`src/rtl/bp_cfg_loader.sv`:
```
// Post-reset configuration sequencer: freezes and programs every core's config
// registers over a credit-flow-controlled write channel, then unfreezes all cores.
module bp_cfg_loader #(
    parameter int unsigned num_core_p       = 1,
    parameter int unsigned cfg_addr_width_p = 16,
    parameter int unsigned cfg_data_width_p = 64,
    parameter int unsigned vaddr_width_p    = 39,
    parameter int unsigned credits_p        = 4
) (
    input  logic                                                   clk_i,
    input  logic                                                   reset_n_i,
    input  logic                                                   start_i,
    input  logic [vaddr_width_p-1:0]                               boot_pc_i,
    input  logic [1:0]                                             cce_mode_i,
    output logic                                                   cfg_v_o,
    input  logic                                                   cfg_ready_i,
    output logic [((num_core_p > 1) ? $clog2(num_core_p) : 1)-1:0] cfg_dst_o,
    output logic [cfg_addr_width_p-1:0]                            cfg_addr_o,
    output logic [cfg_data_width_p-1:0]                            cfg_data_o,
    input  logic                                                   cfg_resp_v_i,
    output logic                                                   busy_o,
    output logic                                                   done_o,
    output logic                                                   err_o
);

    localparam int unsigned DST_W  = (num_core_p > 1) ? $clog2(num_core_p) : 1;
    localparam int unsigned CRD_W  = $clog2(credits_p + 1);
    localparam int unsigned ADDR_W = cfg_addr_width_p;
    localparam int unsigned DATA_W = cfg_data_width_p;
    localparam int unsigned VA_W   = vaddr_width_p;

    localparam logic [2:0] S_IDLE  = 3'd0;
    localparam logic [2:0] S_CFG   = 3'd1;
    localparam logic [2:0] S_UNFR  = 3'd2;
    localparam logic [2:0] S_DRAIN = 3'd3;
    localparam logic [2:0] S_DONE  = 3'd4;

    logic [2:0]       state_q, state_d;
    logic [DST_W-1:0] core_q, core_d;
    logic [1:0]       step_q, step_d;
    logic [CRD_W-1:0] cnt_q, cnt_d;
    logic [VA_W-1:0]  pc_q, pc_d;
    logic [1:0]       mode_q, mode_d;
    logic             v_q, v_d;
    logic [DST_W-1:0] dst_q, dst_d;
    logic [ADDR_W-1:0] addr_q, addr_d;
    logic [DATA_W-1:0] data_q, data_d;
    logic             busy_q, busy_d;
    logic             done_q, done_d;
    logic             err_q, err_d;
    logic             xfer;
    logic             last_core;

    assign xfer      = v_q & cfg_ready_i;
    assign last_core = (core_q == DST_W'(num_core_p - 1));

    // Next-state, credit accounting and registered channel payload
    always_comb begin
        state_d = state_q;
        core_d  = core_q;
        step_d  = step_q;
        cnt_d   = cnt_q;
        pc_d    = pc_q;
        mode_d  = mode_q;
        err_d   = err_q;
        v_d     = 1'b0;
        dst_d   = '0;
        addr_d  = '0;
        data_d  = '0;
        busy_d  = 1'b0;
        done_d  = 1'b0;

        // A response with nothing outstanding (and no write landing) is a protocol error
        if (xfer && !cfg_resp_v_i) begin
            cnt_d = cnt_q + CRD_W'(1);
        end else if (!xfer && cfg_resp_v_i) begin
            if (cnt_q != '0) cnt_d = cnt_q - CRD_W'(1);
            else             err_d = 1'b1;
        end

        case (state_q)
            S_IDLE, S_DONE: begin
                if (start_i) begin
                    state_d = S_CFG;
                    core_d  = '0;
                    step_d  = '0;
                    pc_d    = boot_pc_i;
                    mode_d  = cce_mode_i;
                end
            end
            S_CFG: begin
                if (xfer) begin
                    if (step_q == 2'd3) begin
                        step_d = '0;
                        if (last_core) begin
                            core_d  = '0;
                            state_d = S_UNFR;
                        end else begin
                            core_d = core_q + DST_W'(1);
                        end
                    end else begin
                        step_d = step_q + 2'd1;
                    end
                end
            end
            S_UNFR: begin
                if (xfer) begin
                    if (last_core) begin
                        core_d  = '0;
                        state_d = S_DRAIN;
                    end else begin
                        core_d = core_q + DST_W'(1);
                    end
                end
            end
            S_DRAIN: begin
                if (cnt_q == '0) state_d = S_DONE;
            end
            default: state_d = S_IDLE;
        endcase

        // Payload only moves when the counters move, so it holds while stalled
        v_d = ((state_d == S_CFG) || (state_d == S_UNFR)) && (cnt_d < CRD_W'(credits_p));
        if (v_d) begin
            dst_d = core_d;
            if (state_d == S_CFG) begin
                addr_d = ADDR_W'({step_d, 2'b00});
                case (step_d)
                    2'd0:    data_d = DATA_W'(1);
                    2'd1:    data_d = DATA_W'(core_d);
                    2'd2:    data_d = DATA_W'(pc_d);
                    default: data_d = DATA_W'(mode_d);
                endcase
            end
        end
        busy_d = (state_d == S_CFG) || (state_d == S_UNFR) || (state_d == S_DRAIN);
        done_d = (state_d == S_DONE);
    end

    always_ff @(posedge clk_i or negedge reset_n_i) begin
        if (!reset_n_i) begin
            state_q <= S_IDLE;
            core_q  <= '0;
            step_q  <= '0;
            cnt_q   <= '0;
            pc_q    <= '0;
            mode_q  <= '0;
            v_q     <= 1'b0;
            dst_q   <= '0;
            addr_q  <= '0;
            data_q  <= '0;
            busy_q  <= 1'b0;
            done_q  <= 1'b0;
            err_q   <= 1'b0;
        end else begin
            state_q <= state_d;
            core_q  <= core_d;
            step_q  <= step_d;
            cnt_q   <= cnt_d;
            pc_q    <= pc_d;
            mode_q  <= mode_d;
            v_q     <= v_d;
            dst_q   <= dst_d;
            addr_q  <= addr_d;
            data_q  <= data_d;
            busy_q  <= busy_d;
            done_q  <= done_d;
            err_q   <= err_d;
        end
    end

    assign cfg_v_o    = v_q;
    assign cfg_dst_o  = dst_q;
    assign cfg_addr_o = addr_q;
    assign cfg_data_o = data_q;
    assign busy_o     = busy_q;
    assign done_o     = done_q;
    assign err_o      = err_q;

endmodule
```
`config.mk`:
```
export PLATFORM = sky130hd
export DESIGN_NAME = bp_cfg_loader
export DESIGN_NICKNAME = d
export VERILOG_FILES = /design/src/rtl/bp_cfg_loader.sv
export SDC_FILE = /design/constraint.sdc
export NUM_CORES = 1
export LEC_CHECK = 0
export ABC_AREA = 1
export CORE_MARGIN = 4
export CORE_UTILIZATION = 46
export CTS_CLUSTER_DIAMETER = 30
export DETAILED_ROUTE_END_ITERATION = 8
export HOLD_SLACK_MARGIN = 0.06
export PLACE_DENSITY = 0.79
export SLEW_MARGIN = 20
export SYNTH_ARGS = -nofsm -noshare
export SYNTH_HDL_FRONTEND = slang
export SYNTH_SLANG_ARGS = --single-unit
```
`constraint.sdc`:
```
create_clock -name clk_i -period 1.8 [get_ports clk_i]
set_input_delay 0.36 -clock clk_i [delete_from_list [all_inputs] [get_ports clk_i]]
set_output_delay 0.36 -clock clk_i [all_outputs]
set_load 0.02 [all_outputs]
```
==> out/metrics.yaml, run 1 <==
path_cells: "clkdlybuf4s50_1"
place.gp.congestion: 0.866
worstHoldPathType: "primary input to async pin"
route.vias.total: 3100
worst_setup_path_end_kind: "primary output"
final_nets: 620
place_worst_setup_slack_ns: -0.339
number_of_levels_the_h_tree_was_split_into: 3
drc: 0
worst_reg_to_reg_path_cell_count: 10
maximum_clock_insertion_buffer_count: 2
finalCritPeriodShare_pct: 94.5
die_area_mm2: 0.0106
initial_utilization_pct: 47.4
wl_per_cell_um: 13.0
worst_stage_delay_on_the_critical_path_ns: 0.62
run_status: "finished, final reports clean"
max-cap-violations: 0
n_antenna_cell: 0
grt_start_max_net_pins: 53
core_mm2: 0.00876
critical_path.n_buffers_inverters: 1
ant_nets: 0
path_max_fanout: 1
number_of_pins_exceeding_their_max_slew_limit_in_the_final_report: 0
detailed_route_iter0_violations: 101
yosysSeqAreaShare_pct: 57.8
clock_sink_count: 96
grt_first_pass_wirelength_um: 13900
clk_transition_reported_paths_ns: 0.09
number_of_antenna_violations_at_the_first_check_in_global_routing: 0
instances_no_fill: 682
die-width_um: 103
placed_cell_area_mm2: 0.00518
synth_area_per_cell_um2: 9.07
postLayoutSetupSlackWorst_ns: 0.0991
port_buffers: 91
standard_cell_with_the_maximum_stage_delay_on_the_critical_path: "clkdlybuf4s50_1"
setup.reg_to_reg.worst_slack_ns: 0.14
highest_clock_frequency_the_design_can_meet_mhz: 588
clk-insertion-delay-late_ns: 0.36
floorplan.io_pins: 131
dp.cells: 665
postSynthCellCount: 458
cts_tree: "yes"
numCtsBuffers: 9
leakage_uw: 0.00277
grt.overflow.total: 0
route.final.wire_length_um: 8850
fill_cells: 766
ctsRootBufferMaster: "clkbuf_8"
detailed_place_hpwl_um: 6440
period_needed_ns: 1.70
die_h_um: 103
total_track_usage_pct: 16.8
crit_required_ns: 1.44
viasPerCell: 4.55
design_area_mm2: 0.00546
dr.pass1.iters: 4
pwr_density_cell_mw_per_mm2: 1540
area_growth_pct: 31.4
cell_rows: 34
cp_top_family: "buffers and inverters"
ys_warn_count: 0
ys_ff_latch: 96
synthesis.area_mm2: 0.00415
reg2reg_to: "cfg_data_o[11]"
finalSetupViolCount: 0
final-hold-violation-count: 0
skew_ns: 0.0184
ir_drop_uv: 576
critPathLaunchType: "flop"
path_class: "flop to primary output"
first_global_vias: 2986
drive_gt1_share_pct: 13.8
ys_types: 27
r2r_start: "cnt_q[0]"
worst_ep_arrival_time_ns: 1.34
-- how the worst max path moves through the flow --
stage	from	endpoint	slack, ns	cells past startpoint
floorplan	cfg_v_o	cfg_data_o[19]	0.21	9
global placement	cfg_ready_i	cfg_data_o[1]	-0.20	10
detailed placement	cfg_ready_i	cfg_data_o[8]	-0.34	11
CTS	cnt_q[0]	cfg_data_o[5]	-0.001	10
global route	cnt_q[0]	cfg_data_o[13]	-0.03	10
finish	cfg_data_o[20]	cfg_data_o[20]	0.1	1
-- flip-flops by register name (all words and copies together) (netlist names) --
signal	count
cfg_data_o	39
pc_q	39
cnt_q	3
state_q	3
cfg_addr_o	2
mode_q	2
step_q	2
busy_o	1
cfg_dst_o	1
cfg_v_o	1
core_q	1
done_o	1
err_o	1
-- timing repair --
item                       in CTS  in global routing
hold buffers                    1                  0
cloned                          0                  0
pin swaps                       0                  1
hold endpoints to repair       44                  0
setup endpoints to repair       1                 40
gates resized for setup         0                  8
setup buffers                   0                  0
-- layout by cell type, fill, tap and decap left out, types with 2 or more instances in the layout --
cell type,count
buf_12,5
buf_4,19
buf_6,2
bufinv_16,2
clkbuf_8,11
clkdlybuf4s50_1,90
clkinv_4,2
conb_1,39
dfrtp_1,95
ha_1,5
inv_1,19
inv_2,3
nand2_1,174
nand2_2,23
nand2_4,2
nand3_1,11
nor2_1,49
nor2_2,3
nor2_4,2
o21ai_0,4
o21bai_1,2
-- stage by stage --
stage	setup TNS (ns)	hold slack, ns	total power [uW]	util, %
after global placement	-7.41	0.197	6570	59.2
after floorplan	0	0.0644	5460	-
after detailed placement	-12.03	0.199	6720	59.2
final	0	0.372	8380	62.3
after global routing	-0.243	0.364	8990	62.3
after CTS	-0.000954	0.349	8360	62.0
-- synth_stat cells, drive strengths merged --
library cell,instances,area [um^2]
clkbuf,4,15.0
conb,1,3.75
nand2,199,812
a21oi,2,10.0
inv,22,82.6
a21o,1,7.51
nor2,54,218
buf,51,392
o21ai,4,20.0
nand3b,1,7.51
o211ai,1,7.51
dfrtp,96,2400
ha,5,62.6
xor2,1,8.76
o31ai,1,7.51
o21bai,2,15.0
nand3,13,82.6
-- routing by layer --
metal	global-route usage [%]	part of all wire, %	up-vias
li1	-	-	1525
met4	4.68	0.44	0
met1	23.3	44	1472
met3	4.60	6.9	4
met5	0	0	-
met2	26.3	48	99
-- cells by family (layout without fill, tap and decap cells) --
group,count (synthesis),after routing,synth area share (%)
buffers and inverters,77,155,11.8
XOR/XNOR,1,1,0.211
flip-flops,96,96,57.8
other,1,39,0.0903
AND/OR/NAND/NOR,267,267,27.0
AO/OA/AOI/OAI,11,11,1.63
adder cells (fa/ha/maj),5,5,1.51
-- worst reg2reg max path, delay by kind of cell (launching register included) --
kind,cells,cell delay [ns]
AOI/OAI and AO/OA,1,0.10
adders and majority gates,1,0.17
buffers and inverters,3,0.36
DFF,1,0.40
and+or+nand+nor,5,0.53
-- where the power goes --
part	internal, uW	switching, uW	leakage (uW)
Clock	869	756	0.000120
Sequential	2840	274	0.00125
Combinational	1440	2210	0.00140
-- layout make-up --
cell class              count  area (um^2)  share of cell area (%)
clock buffers              11          151                    2.77
clock inverters             5         86.3                    1.58
inverters                  22         82.6                    1.51
multi-input cells         323         1420                    26.1
flip-flops and latches     96         2400                    44.0
well taps                 108          135                    2.48
repair buffers            117         1180                    21.5
(Power assumes the default switching activity.)
==> run 2: changes to the inputs <==
Settings changed: CORE_UTILIZATION 46 to 50, GPL_TIMING_DRIVEN set to 0, PLACE_DENSITY 0.79 to 0.85.
Clock period 1.8 ns to 2.2 ns, I/O delays scaled along.
==> out/metrics.yaml, run 2 (synthesis results as in run 1) <==
run_status: "finished, final reports clean"  # unchanged
cp_top_family: "simple AND/OR/NAND/NOR gates"  # was buffers and inverters
clk-insertion-delay-late_ns: 0.35  # was 0.36 ns
setup.reg_to_reg.worst_slack_ns: 0.41  # was 0.14 ns
die_area_mm2: 0.00983  # was 0.0106 mm^2
worst_ep_arrival_time_ns: 2.18  # was 1.34 ns
initial_utilization_pct: 52.7  # was 47.4%
die-width_um: 99.2  # was 103 um
maximum_clock_insertion_buffer_count: 2  # unchanged
standard_cell_with_the_maximum_stage_delay_on_the_critical_path: "clkdlybuf4s50_1"  # unchanged
cell_rows: 32  # was 34
drc: 0  # unchanged
detailed_route_iter0_violations: 100  # was 101
critical_path.n_buffers_inverters: 2  # was 1
final-hold-violation-count: 0  # unchanged
ir_drop_uv: 591  # was 576 uV
total_switching_power_uw: 2550  # was 3240 uW
critPathLaunchType: "primary input"  # was flop
reg2reg_to: "cfg_data_o[24]"  # was cfg_data_o[11]
port_buffers: 91  # unchanged
placed_cell_area_mm2: 0.00536  # was 0.00518 mm^2
number_of_levels_the_h_tree_was_split_into: 3  # unchanged
rsz0062_at_grt: "no"
total_track_usage_pct: 18.9  # was 16.8%
dp.cells: 690  # was 665
r2r_start: "cnt_q[0]"  # unchanged
max-cap-violations: 0  # unchanged
number_of_pins_exceeding_their_max_slew_limit_in_the_final_report: 0  # unchanged
numCtsBuffers: 9  # unchanged
clock_sink_count: 96  # unchanged
seqPwrFrac_pct: 37.9  # was 37.1%
area_growth_pct: 35.0  # was 31.4%
detailed_place_hpwl_um: 6700  # was 6440 um
die_h_um: 99.2  # was 103 um
period_needed_ns: 1.91
grt_start_max_net_pins: 85  # was 53
crit_required_ns: 2.48  # was 1.44 ns
number_of_antenna_violations_at_the_first_check_in_global_routing: 0  # unchanged
wl_per_cell_um: 12.7  # was 13.0 um
drive_gt1_share_pct: 16.9  # was 13.8%
dr.pass1.iters: 4  # unchanged
ant_nets: 0  # unchanged
path_max_fanout: 10  # was 1
comb_power_share_pct: 42.2  # was 43.5%
finalSetupViolCount: 0  # unchanged
ff_latch_area_mm2: 0.00240  # about the same
grt.overflow.total: 0  # unchanged
instances_no_fill: 706  # was 682
power.switching_fraction_pct: 38.2  # was 38.6%
path_class: "primary input to flop"  # was flop to primary output
viasPerCell: 4.51  # was 4.55
core_mm2: 0.00789  # was 0.00876 mm^2
ctsRootBufferMaster: "clkbuf_8"  # unchanged
layout.cells.most_common_list: "175 x nand2_1, 96 x dfrtp_1, 90 x clkdlybuf4s50_1"  # was 174 x nand2_1, 95 x dfrtp_1, 90 x clkdlybuf4s50_1
route.final.wire_length_um: 8970  # was 8850 um
worst_stage_delay_on_the_critical_path_ns: 0.47  # was 0.62 ns
worstHoldPathType: "primary input to async pin"  # unchanged
route.vias.total: 3187  # was 3100
layout.cells.most_common: "nand2_1"  # unchanged
multiInputGateArea_mm2: 0.00141  # was 0.00142 mm^2
worst_setup_path_end_kind: "flop"  # was primary output
grt_first_pass_wirelength_um: 14800  # was 13900 um
path_cells: "clkdlybuf4s50_1, nand2_2, nor2_1, o21ai_0, a21o_1, nand2_1, nand2_1, clkbuf_2, nor2_1"  # was clkdlybuf4s50_1
first_global_vias: 3259  # was 2986
place.gp.congestion: 0.825  # was 0.866
fill_cells: 623  # was 766
floorplan.io_pins: 131  # unchanged
worst_reg_to_reg_path_cell_count: 10  # unchanged
p_clk_share_pct: 19.9  # was 19.4%
finalCritPeriodShare_pct: 86.7
final_nets: 651  # was 620
n_antenna_cell: 0  # unchanged
cts_tree: "yes"  # unchanged
highest_clock_frequency_the_design_can_meet_mhz: 524
design_area_mm2: 0.00561  # was 0.00546 mm^2
skew_ns: 0.00967  # was 0.0184 ns
internal_power_uw: 4130  # was 5150 uW
leakage_uw: 0.00292  # was 0.00277 uW
pwr_density_cell_mw_per_mm2: 1190  # was 1540 mW/mm^2
clk_transition_reported_paths_ns: 0.09  # about the same
run 2: cell types whose count changed in the layout (fill, tap and decap cells not counted), sizes merged:
cell    previous run  this run
clkinv             2         3
clkbuf            11        13
buf               26        53
inv               23        22
bufinv             2         3
run 2: stage by stage:
stage	hold WS [ns]	total power, uW	util [%]	setup slack, ns	setup TNS, ns
2_1_floorplan	0.144	4470	-	0.610	0
3_3_place_gp	0.458	5280	67.6	-2.69	-259.50
3_5_place_dp	0.268	5400	68.0	-0.232	-2.63
4_1_cts	0.435	6750	71.1	0.142	0
5_1_grt	0.445	7160	71.1	0.145	0
6_report	0.456	6680	71.1	0.292	0
run 2: worst max-delay path by stage:
stage,from,end,slack [ns],depth (start not counted)
2_1_floorplan,cfg_v_o,cfg_data_o[19],0.61,9
3_3_place_gp,reset_n_i,cnt_q[0],-2.69,1
3_5_place_dp,cfg_ready_i,cfg_data_o[20],-0.23,10
4_1_cts,cfg_ready_i,cfg_data_o[24],0.14,9
5_1_grt,cfg_ready_i,cfg_data_o[25],0.14,9
6_report,cfg_ready_i,cfg_data_o[24],0.29,9
run 2: power by group through the flow:
| stage | logic, uW | registers, uW | clock network [uW] |
|---|---|---|---|
| after floorplan | 1750 | 2720 | 0 |
| after global placement | 2740 | 2540 | 0 |
| after detailed placement | 2840 | 2560 | 0 |
| after CTS | 2860 | 2530 | 1360 |
| after global routing | 3160 | 2580 | 1420 |
| final | 2820 | 2530 | 1330 |
run 2: worst reg2reg max path, stage by stage, from the launching register on:
cell	delay, ns
dfrtp_1	0.40
inv_1	0.12
ha_1	0.16
inv_1	0.03
nor2_1	0.15
nand2_1	0.07
o211ai_1	0.08
nand2_1	0.11
nand2_1	0.19
clkbuf_2	0.29
nor2_1	0.08
run 2: final cells by class:
| cell class | count | area share (%) |
|---|---|---|
| Sequential cell | 96 | 42.8 |
| Multi-Input combinational cell | 323 | 25.1 |
| Timing Repair Buffer | 93 | 16.9 |
| Buffer | 55 | 7.27 |
| Tap cell | 102 | 2.28 |
| Clock buffer | 9 | 2.21 |
| Clock inverter | 6 | 1.94 |
| Inverter | 22 | 1.47 |
run 2: layer usage:
| metal | share of wire, % | GRT usage, % | up-vias |
|---|---|---|---|
| li1 | - | - | 1585 |
| met1 | 40 | 22.2 | 1493 |
| met2 | 51 | 32.5 | 100 |
| met3 | 7.8 | 5.54 | 9 |
| met4 | 1.2 | 7.46 | 0 |
| met5 | 0 | 0 | - |
run 2: timing repair:
action | 4_1_cts | 5_1_grt
hold buffers | 1 | 0
setup buffers | 0 | 0
endpoints found under the hold margin | 12 | 0
resized for setup | 0 | 2
endpoints found under the setup margin | 0 | 5
==> run 3: changes to the inputs <==
Settings changed: CTS_CLUSTER_SIZE set to 40.
==> results of run 3 <==
No change in the layout: final DEF, timing and power equal those of run 2.
